==> src/rtl/step_move_ctrl.sv <==
// ---------------------------------------------------------------------------
// step_move_ctrl
//
// Purpose: issues a move of N steps to a stepper phase sequencer. A move is
// requested with a start pulse. The block then produces one step_clk rising
// edge per step period, holds en and busy high for the whole move, and pulses
// done for one clock when the move ends, either normally or through stop.
//
// FSM: IDLE -> RUN -> FINISH -> IDLE. All outputs are registered.
//
// Optional feature, controlled by macro STEP_MOVE_RAMP_EN:
//   When defined, the effective period of the first step is 2*period. Each
//   later step shortens it by max(period>>4, 1), down to a floor of period.
//   When undefined, every step uses period and the ramp logic is not built.
//
// Ports:
//   clk      in   system clock, rising edge
//   rst      in   asynchronous active-high reset
//   start    in   move request (accepted in IDLE only)
//   dir_cmd  in   direction, latched on an accepted start
//   steps    in   [STEP_W] step count, latched on an accepted start
//   period   in   [CNT_W] clk cycles per step, latched on an accepted start
//   stop     in   abort request, honoured at the end of the current step
//   step_clk out  step-rate clock, one rising edge per step
//   en       out  motor enable, high for the whole move
//   dir      out  latched direction, held until the next accepted start
//   busy     out  high in any state other than IDLE
//   done     out  one-clock pulse when a move ends
//
// Handshake: start is a level, sampled every clock. It is consumed only in
// IDLE with steps != 0 and period >= 2. Any other start is dropped without a
// response.
// ---------------------------------------------------------------------------
module step_move_ctrl #(
   parameter int CNT_W  = 24,
   parameter int STEP_W = 16
) (
   input  logic              clk,
   input  logic              rst,
   input  logic              start,
   input  logic              dir_cmd,
   input  logic [STEP_W-1:0] steps,
   input  logic [CNT_W-1:0]  period,
   input  logic              stop,
   output logic              step_clk,
   output logic              en,
   output logic              dir,
   output logic              busy,
   output logic              done
);

`ifdef STEP_MOVE_RAMP_EN
   // The ramped period can reach 2*period, so one extra bit is needed.
   localparam int PW = CNT_W + 1;
`else
   localparam int PW = CNT_W;
`endif

   typedef enum logic [1:0] {
      S_IDLE   = 2'd0,
      S_RUN    = 2'd1,
      S_FINISH = 2'd2
   } state_t;

   state_t            r_state;
   state_t            w_next_state;

   logic [PW-1:0]     r_cnt;
   logic [STEP_W-1:0] r_rem;
   logic [CNT_W-1:0]  r_period;
   logic              r_stop_req;
   logic              r_dir;
   logic              r_step_clk;
   logic              r_en;
   logic              r_busy;
   logic              r_done;

   logic [PW-1:0]     w_p;
   logic              w_accept;
   logic              w_wrap;
   logic              w_end;
   logic              w_step_clk_nxt;
   logic              w_active_nxt;
   logic              w_done_nxt;

`ifdef STEP_MOVE_RAMP_EN
   logic [PW-1:0]     r_p;
   logic [PW-1:0]     w_ramp_dec;
   logic [PW-1:0]     w_p_dec;
   logic [PW-1:0]     w_p_next;

   assign w_p        = r_p;
   assign w_ramp_dec = (r_period[CNT_W-1:4] == '0) ? PW'(1) : PW'(r_period >> 4);
   assign w_p_dec    = r_p - w_ramp_dec;
   // r_p never drops below r_period, so the subtraction cannot wrap.
   assign w_p_next   = (w_p_dec < PW'(r_period)) ? PW'(r_period) : w_p_dec;
`else
   assign w_p = r_period;
`endif

   // period < 2 means no bit above bit 0 is set.
   assign w_accept = (r_state == S_IDLE) && start && (steps != '0) &&
                     (period[CNT_W-1:1] != '0);
   assign w_wrap   = (r_state == S_RUN) && (r_cnt == w_p - PW'(1));
   // A stop seen on the wrap edge itself ends the move on that same wrap.
   assign w_end    = w_wrap && ((r_rem == STEP_W'(1)) || r_stop_req || stop);

   // State register
   always_ff @(posedge clk or posedge rst) begin
      if (rst) r_state <= S_IDLE;
      else     r_state <= w_next_state;
   end

   // Next-state logic
   always_comb begin
      w_next_state = r_state;
      case (r_state)
         S_IDLE:   if (w_accept) w_next_state = S_RUN;
         S_RUN:    if (w_end)    w_next_state = S_FINISH;
         S_FINISH: w_next_state = S_IDLE;
         default:  w_next_state = S_IDLE;
      endcase
   end

   // Output logic. This computes next-cycle output values, which the output
   // register below captures. step_clk reflects the counter value from the
   // previous cycle, so the first rising edge lands one clock after en rises.
   always_comb begin
      w_active_nxt   = 1'b0;
      w_done_nxt     = 1'b0;
      w_step_clk_nxt = 1'b0;
      case (w_next_state)
         S_RUN: begin
            w_active_nxt   = 1'b1;
            w_step_clk_nxt = (r_state == S_RUN) && (r_cnt < (w_p >> 1));
         end
         S_FINISH: begin
            w_active_nxt = 1'b1;
            w_done_nxt   = 1'b1;
         end
         default: ;
      endcase
   end

   always_ff @(posedge clk or posedge rst) begin
      if (rst) begin
         r_step_clk <= 1'b0;
         r_en       <= 1'b0;
         r_busy     <= 1'b0;
         r_done     <= 1'b0;
      end else begin
         r_step_clk <= w_step_clk_nxt;
         r_en       <= w_active_nxt;
         r_busy     <= w_active_nxt;
         r_done     <= w_done_nxt;
      end
   end

   // Datapath: latched command, period counter, remaining steps
   always_ff @(posedge clk or posedge rst) begin
      if (rst) begin
         r_cnt      <= '0;
         r_rem      <= '0;
         r_period   <= '0;
         r_stop_req <= 1'b0;
         r_dir      <= 1'b0;
`ifdef STEP_MOVE_RAMP_EN
         r_p        <= '0;
`endif
      end else begin
         case (r_state)
            S_IDLE: begin
               if (w_accept) begin
                  r_cnt      <= '0;
                  r_rem      <= steps;
                  r_period   <= period;
                  r_stop_req <= 1'b0;
                  r_dir      <= dir_cmd;
`ifdef STEP_MOVE_RAMP_EN
                  r_p        <= {period, 1'b0};
`endif
               end
            end
            S_RUN: begin
               // Remember stop until the current step period completes.
               if (stop) r_stop_req <= 1'b1;
               if (w_wrap) begin
                  r_cnt <= '0;
                  r_rem <= r_rem - STEP_W'(1);
`ifdef STEP_MOVE_RAMP_EN
                  r_p   <= w_p_next;
`endif
               end else begin
                  r_cnt <= r_cnt + PW'(1);
               end
            end
            default: begin
               r_cnt      <= '0;
               r_rem      <= '0;
               r_stop_req <= 1'b0;
            end
         endcase
      end
   end

   assign step_clk = r_step_clk;
   assign en       = r_en;
   assign busy     = r_busy;
   assign done     = r_done;
   assign dir      = r_dir;

endmodule

==> config.mk <==
export PLATFORM = sky130hd
export DESIGN_NAME = step_move_ctrl
export DESIGN_NICKNAME = d
export VERILOG_FILES = /design/src/rtl/step_move_ctrl.sv
export SDC_FILE = /design/constraint.sdc
export NUM_CORES = 1
export LEC_CHECK = 0
export ABC_AREA = 0
export BUFFER_PORTS_ARGS = -buffer_cell sky130_fd_sc_hd__buf_2
export CORE_UTILIZATION = 45
export CTS_BUF_LIST = sky130_fd_sc_hd__clkbuf_4 sky130_fd_sc_hd__clkbuf_8
export CTS_CLUSTER_SIZE = 12
export DETAILED_ROUTE_END_ITERATION = 10
export PLACE_DENSITY = 0.66
export SETUP_SLACK_MARGIN = 0.02
export SYNTH_ARGS = -nofsm -noshare
export SYNTH_HDL_FRONTEND = slang
export SYNTH_SLANG_ARGS = --single-unit
==> constraint.sdc <==
create_clock -name clk -period 3.1 [get_ports clk]
set_input_delay 0.775 -clock clk [delete_from_list [all_inputs] [get_ports clk]]
set_output_delay 0.775 -clock clk [all_outputs]
set_load 0.02 [all_outputs]
**Yosys cells after proc, flatten, opt, wreduce, memory -nomap -nowiden**

Cells that the tools add are included.

- Register bits: 71
- Output and inout port bits: 5

- Add/sub/neg operators: 3
- Order comparisons: 1
- Equality and inequality tests: 8
- Multiplexer cells: 15
- Reduce and logical (&&, ||, !) cells: 15

Operators by type and width:

| operator | number |
|---|---|
| 24-bit two-way mux | 2 |
| 24-bit one-hot mux with 2 select lines | 1 |
| 16-bit two-way mux | 2 |
| 16-bit one-hot mux with 2 select lines | 1 |
| 24-bit by 1-bit adder with 24-bit output, second input constant | 1 |
| 24-bit equality test | 1 |
| 24-bit by 23-bit < comparator with 1-bit output | 1 |
| 24-bit by 1-bit subtractor with 24-bit output, second input constant | 1 |
| 23-bit nonzero test | 1 |
| 16-bit by 1-bit equality test with 1-bit output, second input constant | 1 |
| 16-bit nonzero test | 1 |
| 16-bit by 1-bit subtractor with 16-bit output, second input constant | 1 |
| 1-bit logical AND | 6 |
| 2-bit != test, second input constant | 3 |
| 2-bit AND reduction | 3 |
| 1-bit two-way mux | 5 |
| 2-bit by 1-bit equality test with 1-bit output, second input constant | 2 |
| 2-bit two-way mux | 2 |
| 2-bit one-hot mux with 2 select lines | 1 |
| 2-bit equality test, second input constant | 1 |
| 2-bit zero test | 1 |
| 1-bit logical OR | 2 |
| 1-bit one-hot mux with 2 select lines | 1 |
| 2-bit OR reduction | 1 |

**Depth between registers and ports, before layout**

Gate-level depths: netlist (run 1).

- Depth in word-level cells: 9
- Mapped depth: 15

**Worst setup path before layout (run 1)**

No wires, ideal clock.

- Kind: register to register
- Start: register r_period[0]
- End: register r_step_clk (netlist: step_clk)
- Setup time: 0.125 ns
- Data arrival time: 3.157 ns
- Required time: 2.975 ns
- Slack: -0.183 ns
- Cell stages (with the launch flop): 16
- Path buffers: 0
- Period minus slack after synthesis: 3.283 ns
- Cells stage by stage: dfrtp_1 > inv_1 > ha_1 > or4b_4 > nor3_1 > mux2_2 > o21ai_0 > nor4b_4 > nand3_2 > nor3_2 > nor3_1 > ha_1 > nand3_1 > a21oi_1 > o21ai_0 > a21oi_1

- Word-level cells in the longest chain between the ends: 8

RTL lines:

| element | RTL line | text |
|---|---|---|
| start, declared | 70 | `logic [CNT_W-1:0] r_period;` |
| start signal, assigned | 176 | `r_period <= period;` |
| 24-bit by 1-bit subtractor with 24-bit output | 104 | `assign w_wrap = (r_state == S_RUN) && (r_cnt == w_p - PW'(1));` |
| 24-bit equality test | 104 |  |
| 1-bit logical AND | 104 |  |
| 1-bit logical AND | 106 | `assign w_end = w_wrap && ((r_rem == STEP_W'(1)) \|\| r_stop_req \|\| stop);` |
| 2-bit two-way mux | 119 | `S_RUN: if (w_end) w_next_state = S_FINISH;` |
| 2-bit one-hot mux with 2 select lines | 117 | `case (r_state)` |
| via w_next_state[1] | 66 | `state_t w_next_state;` |
| 2-bit by 1-bit equality test with 1-bit output | 132 | `case (w_next_state)` |
| 1-bit two-way mux | 132 |  |
| via w_step_clk_nxt | 82 | `logic w_step_clk_nxt;` |
| end signal, assigned | 152 | `r_step_clk <= w_step_clk_nxt;` |
| end, declared | 73 | `logic r_step_clk;` |

The timed path passes the listed nets, and every way through them passes these cells.
A chain may end at the register's enable or synchronous reset.

**Worst setup path after layout (run 1)**

Ends and elaborated chain as after synthesis.

==> impl_metrics.csv, run 1 <==
group,metric,value,unit
floorplan,die_h,110,µm
clock_tree,worstSkewPairLatency,0.37,ns
clock_tree,clk_pin_slew,0.08,ns
detailed_routing,routed_via_density,5.72,
placed_design,gp_congestion,0.926,
sta,worst_pin_slew,0.667,ns
setup_path,path_common_cell,"nand3_2",
synthesis,seq_area_frac_synth,34.2,%
synthesis,synth_area_per_cell,8.98,µm²
synthesis,synth_flop_cell,"dfrtp_1",
pwr,pwr-share-clk,24.2,%
clock_tree,hold_buffers,0,
pwr,seq_power_share,38.7,%
detailed_routing,avgRoutedWirePerCell,17.9,µm
floorplan,start_util,47.2,%
sta,slew_headroom,55.4,%
pwr,p_leak,3.00,nW
global_route,antenna_found_initial,0,
sta,finalMaxSlewViolations,0,
cells_and_area,multi_input_area,3310,µm²
pwr,switching_share,36.6,%
floorplan,ios,50,
clock_tree,cts_num_sinks,71,
pwr,powerDensity,493,nW/µm²
pwr,pwr-share-comb,37.2,%
floorplan,coreArea,11000,µm²
pwr,p_switching,1.17,mW
placed_design,io_buffers,49,
setup_path,path_buf_inv,2,
setup_path,path_cells,"inv_2 > ha_4 > or4b_4 > nor4_4 > a31o_1 > nand4_2 > nor4b_4 > nand3_2 > nor3_4 > inv_1 > ha_2 > nand3_2 > a21oi_2 > o21ai_1 > a21oi_1",
detailed_routing,drt-total-wl,15.0,mm
sta,post-route-period-util,100,%
sta,fmax,322,MHz
sta,period_needed,3.11,ns
clock_tree,htree_levels,3,
clock_tree,cts_tree,"done",
synthesis,netlist.area_leader.share,34.2,%
global_route,overflow,0,
pwr,ir_drop,0.430,mV
detailed_routing,drc_errors,0,
setup_path,critical_path_class,"reg -> reg",
synthesis,ys_seq_elements,71,
detailed_routing,num_vias,4796,
detailed_routing,wl_met2,7.10,mm
flow_run,max-cap-violations,0,
setup_path,crit_path_max_fanout,4,
pwr,internal_power,2.02,mW
setup_path,cp.required,3.35,ns
synthesis,synthArstFlopShare,100,%
outcome,violations,"negative setup slack",
synthesis,synth_most_common_cell,"dfrtp_1",
cells_and_area,nets,766,
synthesis,yosysTopAreaCell,"dfrtp_1",
cells_and_area,drive_above_1_share,30.4,%
pwr,finalPower,3.19,mW
detailed_routing,drtAntennaViolNets,0,
sta,rsz0062_at_grt,"yes",
detailed_routing,wl_met3,523,µm
floorplan,die_width,110,µm
clock_tree,cts-root-buf,"clkbuf_8",
global_route,grt_pass1_vias,4774,
synthesis,yosys_warnings,0,
placed_design,dp.cells,810,
floorplan,dieArea,12000,µm²
synthesis,synth_cell_types,74,
setup_path,max_stage_delay,0.52,ns
detailed_routing,drt-met1-wl,6.92,mm
floorplan,row_count,38,
setup_path,cp-start-kind,"flip-flop",
synthesis,postSynthCellCount,579,
setup_path,path_delay_family,"simple AND/OR/NAND/NOR gates",
sta,setup_ws,-0.00501,ns
detailed_routing,drt_iter0_drc,326,
global_route,grt_pass1_wl,24.3,mm
sta,finalHoldViolCount,0,
synthesis,syn-num-nets,652,
detailed_routing,top_layer,"met4",
clock_tree,cts_buffers,9,
setup_path,cp.arrival,3.35,ns
cells_and_area,instances_no_fill,838,
detailed_routing,detailedRoute.firstPassIterationCount,6,
synthesis,synthTopCellsByArea,"dfrtp_1 (34%), ha_1 (6.7%), mux2_2 (5.2%)",
sta,fin_skew,0.0128,ns
cells_and_area,area_delta_synth_final,24.7,%
setup_path,slowest_stage,"or4b_4",
cells_and_area,seq_area,1780,µm²
synthesis,synthTopCellsByCount,"dfrtp_1 (71), nor2_1 (49), nand2_1 (44), inv_1 (39), nor3_1 (31)",
worst_hold_path,hp-class,"in -> async",
cells_and_area,fillers,997,
clock_tree,clk_path_buf_depth,2,
global_route,grt_use_total,26.9,%
synthesis,synth_area,5200,µm²
global_route,grt_max_degree,32,
synthesis,synth_edf_count,0,
setup_path,worstSetupEndpointType,"flip-flop",
sta,setup_viol,1,
placed_design,hpwl,11.7,mm
outcome,status,"complete, but fails checks",
cells_and_area,num_antenna_cells,0,
-- power by group through the flow --
stage / Combinational (mW) / Clock [mW] / Sequential [mW]
2_1_floorplan: 0.749 / 0 / 1.20
3_3_place_gp: 1.09 / 0 / 1.23
3_5_place_dp: 1.12 / 0 / 1.24
4_1_cts: 1.15 / 0.790 / 1.23
5_1_grt: 1.33 / 0.818 / 1.26
6_report: 1.19 / 0.772 / 1.24
-- registers in the layout, indices dropped and copies added, names as in the netlist --
name / cells
busy: 1
r_period: 24
r_rem: 16
r_state: 2
r_stop_req: 1
dir: 1
step_clk: 1
done: 1
r_cnt: 24
-- metal layers --
layer	up-vias	GRT usage (%)
met5	-	0
met4	0	11.6
met3	32	3.91
met2	96	44.5
met1	2326	35.1
li1	2342	-
-- cell type report --
cell class	instances	area share (%)
inverters	39	2.26
multi-input cells	445	51.0
flip-flops and latches	71	27.4
well taps	140	2.70
clock inverters	4	0.695
repair buffers	127	13.5
clock buffers	12	2.35
-- what timing repair did --
| item | 4_1_cts | 5_1_grt |
|---|---|---|
| gates resized for setup | 11 | 22 |
| setup endpoints to repair | 34 | 44 |
| pin swaps | 11 | 19 |
| buffers inserted | 8 | 6 |
-- path summary, 6_finish.rpt --
kind                                    startpoint                      end  slack, ns  cells after the start
setup / recovery           r_period[0]$_DFFE_PP0P_       step_clk$_DFF_PP0_     -0.005                     15
hold / removal                                 rst     r_rem[6]$_DFFE_PP0P_       0.40                      2
setup reg to reg           r_period[0]$_DFFE_PP0P_       step_clk$_DFF_PP0_     -0.005                     15
hold reg to reg                    dir$_DFFE_PP0P_          dir$_DFFE_PP0P_       0.50                      2
max in group asynchronous                      rst  r_period[7]$_DFFE_PP0P_       1.93                      3
min in group clk                   dir$_DFFE_PP0P_          dir$_DFFE_PP0P_       0.50                      2
-- kinds of logic after synthesis --
kind of cell	after synthesis	share of synthesized area, %
simple gates	239	25.7
compound gates	102	14.3
flops	71	34.2
buf+inv	63	5.00
xor+xnor	46	7.75
mux	30	6.35
fa+ha+maj	28	6.74
-- metrics by stage --
| stage | setup TNS [ns] | area, µm² | utilization [%] | hold slack, ns | setup WS [ns] |
|---|---|---|---|---|---|
| after floorplan | -0.0211 | 5230 | - | 0.484 | -0.0211 |
| after global placement | -0.00728 | 6040 | 54.8 | 0.454 | -0.00515 |
| after detailed placement | -2.26 | 6040 | 54.8 | 0.482 | -0.104 |
| after CTS | -0.0394 | 6350 | 57.6 | 0.412 | -0.0223 |
| after global routing | -2.66 | 6480 | 58.8 | 0.445 | -0.174 |
| final | -0.00501 | 6480 | 58.8 | 0.400 | -0.00501 |
-- layout by cell type (no fill, tap or decap), types with 4 or more instances in the layout --
cell type   n
a21o_1     13
a21oi_1    24
a31oi_1     4
a32o_1      4
and2_1      5
and3_1      8
buf_2      49
buf_4      70
buf_6       6
clkbuf_8   10
dfrtp_1    71
ha_1       26
inv_1      37
mux2_2     24
mux2i_1     6
nand2_1    42
nand2b_1    4
nand3_1    24
nand3_2     4
nand4_1    17
nor2_1     49
nor3_1     28
nor4_1     13
nor4_4      4
o211ai_1    6
o21ai_0    12
o31ai_1     6
or3_1       8
xnor2_1    25
xor2_1     21
Power figures use the tool's default switching activity.
==> inputs of run 2 (changes only) <==
--- a/config.mk
+++ b/config.mk
@@ -11,7 +11,7 @@
 export CTS_BUF_LIST = sky130_fd_sc_hd__clkbuf_4 sky130_fd_sc_hd__clkbuf_8
 export CTS_CLUSTER_SIZE = 12
 export DETAILED_ROUTE_END_ITERATION = 10
-export PLACE_DENSITY = 0.66
+export PLACE_DENSITY = 0.72
 export SETUP_SLACK_MARGIN = 0.02
 export SYNTH_ARGS = -nofsm -noshare
 export SYNTH_HDL_FRONTEND = slang
==> run 2 against run 1 <==
The run still ends with negative setup slack left. Maximum frequency down 0.12%. Worst setup slack got worse by 0.0037 ns. Highest routed layer unchanged. Utilization is 1.2 points higher.
==> impl_metrics.csv, run 2 (synthesized netlist as in run 1, its figures left out) <==
group,metric,value,unit
global_route,grt_pass1_vias,4860,
flow_run,max-cap-violations,0,
setup_path,cp.required,3.35,ns
placed_design,dp_slack,-0.103,ns
cells_and_area,final_cell_mix,"dfrtp_1 (71), buf_4 (71), nor2_1 (49), buf_2 (49), nand2_1 (43)",
detailed_routing,drc_errors,0,
setup_path,path_common_cell,"nand3_2",
global_route,grt_max_degree,39,
detailed_routing,avgRoutedWirePerCell,18.2,µm
global_route,antenna_found_initial,0,
floorplan,coreArea,11000,µm²
pwr,ir_drop,0.340,mV
sta,fin_skew,0.0127,ns
pwr,powerDensity,480,nW/µm²
setup_path,path_depth,15,
floorplan,die_width,110,µm
sta,rsz0062_at_grt,"yes",
detailed_routing,drtAntennaViolNets,0,
setup_path,cp.arrival,3.36,ns
sta,fmax,322,MHz
clock_tree,cts-root-buf,"clkbuf_8",
floorplan,start_util,47.2,%
sta,period_needed,3.11,ns
placed_design,dp.cells,811,
outcome,status,"complete, but fails checks",
setup_path,cp-start-kind,"flip-flop",
setup_path,path_cells,"inv_2 > ha_4 > or4b_4 > nor4_4 > a31o_1 > nand4_2 > nor4b_4 > nand3_2 > nor3_4 > nor3_2 > ha_2 > nand3_2 > a21oi_2 > o21ai_1 > a21oi_1",
setup_path,critical_path_class,"reg -> reg",
clock_tree,hold_buffers,0,
sta,worst_pin_slew,0.798,ns
global_route,grt_pass1_wl,23.8,mm
placed_design,gp_congestion,0.988,
outcome,violations,"negative setup slack",
sta,setup_viol,1,
global_route,overflow,0,
worst_hold_path,hp-class,"reg -> reg",
setup_path,worstSetupEndpointType,"flip-flop",
pwr,finalPower,3.18,mW
detailed_routing,detailedRoute.firstPassIterationCount,6,
clock_tree,cts_num_sinks,71,
sta,slew_headroom,46.7,%
cells_and_area,drive_above_1_share,31.0,%
floorplan,row_count,38,
cells_and_area,area_delta_synth_final,27.2,%
floorplan,dieArea,12000,µm²
placed_design,hpwl,11.6,mm
placed_design,io_buffers,49,
sta,finalMaxSlewViolations,0,
sta,finalHoldViolCount,0,
setup_path,crit_path_max_fanout,4,
detailed_routing,routed_via_density,5.85,
setup_path,path_buf_inv,1,
floorplan,ios,50,
cells_and_area,num_antenna_cells,0,
detailed_routing,drt-total-wl,15.4,mm
floorplan,die_h,110,µm
global_route,grt_use_total,26.3,%
detailed_routing,num_vias,4941,
sta,post-route-period-util,100,%
cells_and_area,nets,772,
clock_tree,cts_tree,"done",
pwr,p_leak,3.05,nW
clock_tree,worstSkewPairLatency,0.38,ns
cells_and_area,largestRegisters,"r_cnt (24), r_period (24), r_rem (16)",
clock_tree,cts_buffers,9,
clock_tree,clk_pin_slew,0.08,ns
setup_path,path_delay_family,"simple AND/OR/NAND/NOR gates",
cells_and_area,instances_no_fill,844,
clock_tree,clk_path_buf_depth,2,
setup_path,r2r_cells,15,
setup_path,slowest_stage,"or4b_4",
detailed_routing,drt_iter0_drc,413,
setup_path,max_stage_delay,0.51,ns
worst_hold_path,holdPathStages,2,
sta,setup_ws,-0.00872,ns
clock_tree,htree_levels,3,
[run 2: report_power, final]
group	internal, mW	leakage, nW	switching [mW]
registers	1.05	0.911	0.196
clock network	0.389	0.0981	0.376
logic	0.548	2.04	0.618
[run 2: what timing repair did]
| item | CTS | global route |
|---|---|---|
| endpoints found under the setup margin | 10 | 34 |
| hold endpoints to repair | 0 | 0 |
| setup buffers | 6 | 7 |
| gates resized for setup | 14 | 21 |
| cloned | 0 | 4 |
| pin swaps | 11 | 19 |
[run 2: final timing paths]
path	endpoint	slack, ns	start
max in group asynchronous	r_period[5]$_DFFE_PP0P_	1.90	rst
hold / removal	dir$_DFFE_PP0P_	0.50	dir$_DFFE_PP0P_
hold reg to reg	dir$_DFFE_PP0P_	0.50	dir$_DFFE_PP0P_
min in group asynchronous	r_period[22]$_DFFE_PP0P_	0.54	rst
setup / recovery	step_clk$_DFF_PP0_	-0.009	r_period[0]$_DFFE_PP0P_
setup reg to reg	step_clk$_DFF_PP0_	-0.009	r_period[0]$_DFFE_PP0P_
[run 2: worst min-delay path, delay by kind of cell, from the launching register on]
family / cells / cell delay, ns
flops: 1 / 0.36
simple gates: 2 / 0.12
[run 2: layout make-up]
cell class / count / area (µm²)
fill: 948 / 4410
inverter: 39 / 146
tap: 140 / 175
sequential: 71 / 1780
clock inverter: 6 / 60.1
timing repair buffer: 132 / 976
clock buffer: 10 / 138
multi-input combinational: 446 / 3350
[run 2: layer usage]
layer	global-route usage (%)	wire length [µm]	vias up
met2	45.0	7580	163
met1	32.7	6380	2399
met4	11.6	456	0
met3	3.85	941	34
li1	-	-	2345
met5	0	0	-
[run 2: through the flow]
| stage | cell area [µm²] | hold WS, ns | utilization, % | setup TNS [ns] |
|---|---|---|---|---|
| after floorplan | 5230 | 0.484 | - | -0.0211 |
| after global placement | 6080 | 0.459 | 55.2 | -0.0198 |
| after detailed placement | 6080 | 0.482 | 55.2 | -0.401 |
| after CTS | 6380 | 0.502 | 57.9 | -0.0114 |
| after global routing | 6620 | 0.537 | 60.0 | -1.97 |
| final | 6620 | 0.501 | 60.0 | -0.00872 |
==> inputs of run 3 (changes only) <==
--- a/config.mk
+++ b/config.mk
@@ -11,6 +11,7 @@
 export CTS_BUF_LIST = sky130_fd_sc_hd__clkbuf_4 sky130_fd_sc_hd__clkbuf_8
 export CTS_CLUSTER_SIZE = 12
 export DETAILED_ROUTE_END_ITERATION = 10
+export MAX_ROUTING_LAYER = met4
 export PLACE_DENSITY = 0.72
 export SETUP_SLACK_MARGIN = 0.02
 export SYNTH_ARGS = -nofsm -noshare
==> run 3 against run 2 <==
The flow still finishes with violations (negative setup slack). Sequential power hardly changed. Maximum frequency down 1.9%. Clock power is 6.8% higher. Sequential cell count unchanged. Worst setup slack worse by 0.059 ns. Combinational power is essentially flat. Global-route usage grew 0.15 points. Register-to-register slack worse by 0.06 ns. Highest routed layer unchanged.
==> impl_metrics.csv, run 3 (synthesized netlist as in run 1, its figures left out) <==
group,metric,value,unit
setup_path,path_buf_inv,1,
sta,finalMaxSlewViolations,0,
detailed_routing,detailedRoute.firstPassIterationCount,5,
floorplan,start_util,47.2,%
clock_tree,worstSkewPairLatency,0.38,ns
detailed_routing,drtAntennaViolNets,0,
clock_tree,cts_tree,"done",
clock_tree,htree_levels,3,
pwr,pwr-share-comb,35.9,%
cells_and_area,final_cell_mix,"dfrtp_1 (71), buf_4 (58), buf_2 (49)",
setup_path,r2r_setup_slack,-0.07,ns
cells_and_area,largestRegisters,"r_cnt (24), r_period (24), r_rem (16)",
setup_path,r2r_start,"r_period[1]$_DFFE_PP0P_",
placed_design,gp_congestion,0.988,
clock_tree,cts-root-buf,"clkbuf_8",
cells_and_area,instances_no_fill,827,
floorplan,coreArea,11000,µm²
floorplan,die_h,110,µm
cells_and_area,num_antenna_cells,0,
sta,fmax,316,MHz
setup_path,cp.arrival,3.42,ns
sta,fin_skew,0.0191,ns
clock_tree,clk_pin_slew,0.08,ns
worst_hold_path,hp-class,"reg -> reg",
placed_design,dp.cells,801,
global_route,grt_max_degree,39,
worst_hold_path,hold-path-endpoint,"dir$_DFFE_PP0P_",
worst_hold_path,min_from,"dir$_DFFE_PP0P_",
detailed_routing,top_layer,"met4",
clock_tree,clk_path_buf_depth,2,
sta,rsz0062_at_grt,"yes",
pwr,p_leak,2.96,nW
pwr,internal_power,2.04,mW
detailed_routing,num_vias,4842,
flow_run,max-cap-violations,0,
pwr,switching_share,36.4,%
placed_design,dp_slack,-0.0977,ns
detailed_routing,drt-total-wl,14.7,mm
cells_and_area,area_delta_synth_final,25.3,%
global_route,grt_pass1_vias,4698,
global_route,overflow,0,
clock_tree,cts_num_sinks,71,
detailed_routing,wl_met2,6.94,mm
detailed_routing,drt_iter0_drc,338,
detailed_routing,avgRoutedWirePerCell,17.8,µm
outcome,status,"complete, but fails checks",
sta,post-route-period-util,102,%
setup_path,timing.rr.end,"step_clk$_DFF_PP0_",
sta,slew_headroom,46.6,%
setup_path,crit_start,"r_period[1]$_DFFE_PP0P_",
worst_hold_path,holdPathStages,2,
floorplan,dieArea,12000,µm²
placed_design,io_buffers,49,
pwr,powerDensity,493,nW/µm²
global_route,grt_use_total,26.4,%
detailed_routing,drt-met1-wl,6.58,mm
sta,setup_viol,2,
setup_path,cp-start-kind,"flip-flop",
pwr,ir_drop,0.375,mV
setup_path,max_stage_delay,0.53,ns
setup_path,slowest_stage,"or4b_4",
setup_path,path_cells,"inv_1 > ha_2 > or4b_4 > nor3_4 > mux2_4 > o21ai_4 > nor4b_4 > nand3_2 > nor3_4 > nor3_2 > ha_2 > nand3_2 > a21oi_2 > o21ai_1 > a21oi_1",
sta,worst_pin_slew,0.800,ns
detailed_routing,routed_via_density,5.85,
sta,setup_ws,-0.0680,ns
setup_path,crit_path_max_fanout,4,
cells_and_area,drive_above_1_share,30.6,%
outcome,violations,"negative setup slack",
pwr,seq_power_share,38.7,%
setup_path,r2r_cells,15,
setup_path,worstSetupEndpointType,"flip-flop",
cells_and_area,fillers,992,
floorplan,row_count,38,
clock_tree,cts_buffers,9,
sta,finalHoldViolCount,0,
global_route,antenna_found_initial,0,
pwr,pwr-share-clk,25.4,%
placed_design,hpwl,11.1,mm
setup_path,critical_path_class,"reg -> reg",
sta,period_needed,3.17,ns
cells_and_area,layout_commonest_cell,"dfrtp_1",
cells_and_area,nets,755,
setup_path,path_delay_family,"simple AND/OR/NAND/NOR gates",
global_route,grt_pass1_wl,23.1,mm
detailed_routing,drc_errors,0,
floorplan,ios,50,
detailed_routing,wl_met3,656,µm
setup_path,cp.required,3.36,ns
pwr,p_switching,1.17,mW
floorplan,die_width,110,µm
run 3: final cells by class:
cell class / count / area, µm² / area share (%)
Clock buffer: 14 / 180 / 2.77
Timing Repair Buffer: 116 / 817 / 12.5
Clock inverter: 2 / 37.5 / 0.576
Sequential cell: 71 / 1780 / 27.3
Tap cell: 140 / 175 / 2.69
Inverter: 39 / 146 / 2.25
Multi-Input combinational cell: 445 / 3380 / 51.9
run 3: worst max-delay path by stage:
stage	to	slack (ns)	depth (start not counted)
5_1_grt	step_clk$_DFF_PP0_	-0.29	15
4_1_cts	step_clk$_DFF_PP0_	-0.03	15
3_5_place_dp	step_clk$_DFF_PP0_	-0.1	15
6_report	step_clk$_DFF_PP0_	-0.07	15
3_3_place_gp	r_rem[3]$_DFFE_PP0P_	-0.006	12
2_1_floorplan	step_clk$_DFF_PP0_	-0.02	15
run 3: per-stage QoR:
step	instance area, µm²	hold WS, ns	setup TNS (ns)	power, mW	utilization (%)
4_1_cts	6290	0.487	-0.0322	3.15	57.0
6_report	6520	0.481	-0.0903	3.21	59.1
3_5_place_dp	6010	0.467	-0.287	2.31	54.5
3_3_place_gp	6010	0.458	-0.00947	2.28	54.5
5_1_grt	6520	0.521	-1.66	3.41	59.1
2_1_floorplan	5230	0.484	-0.0211	1.95	-
run 3: worst register-to-register path: stages (launching register included):
cell     delay [ns]
dfrtp_1        0.40
inv_1          0.07
ha_2           0.17
or4b_4         0.53
nor3_4         0.22
mux2_4         0.33
o21ai_4        0.13
nor4b_4        0.28
nand3_2        0.16
nor3_4         0.25
nor3_2         0.08
ha_2           0.22
nand3_2        0.06
a21oi_2        0.04
o21ai_1        0.07
a21oi_1        0.05
run 3: metal layers:
layer	up-vias	track usage, %
met1	2350	32.7
met3	32	4.15
met2	149	42.0
li1	2311	-
met4	0	13.1
met5	-	-
run 3: power groups by stage:
| stage | registers, mW | clock network [mW] | logic (mW) |
|---|---|---|---|
| finish | 1.24 | 0.816 | 1.15 |
| global route | 1.27 | 0.872 | 1.27 |
| CTS | 1.23 | 0.839 | 1.08 |
| detailed placement | 1.25 | 0 | 1.07 |
| global placement | 1.24 | 0 | 1.04 |
| floorplan | 1.20 | 0 | 0.749 |
run 3: repair_timing:
action,CTS,global route
resized for setup,9,38
setup endpoints to repair,9,42
hold buffers,0,0
pin swaps,3,17
buffers inserted,4,8
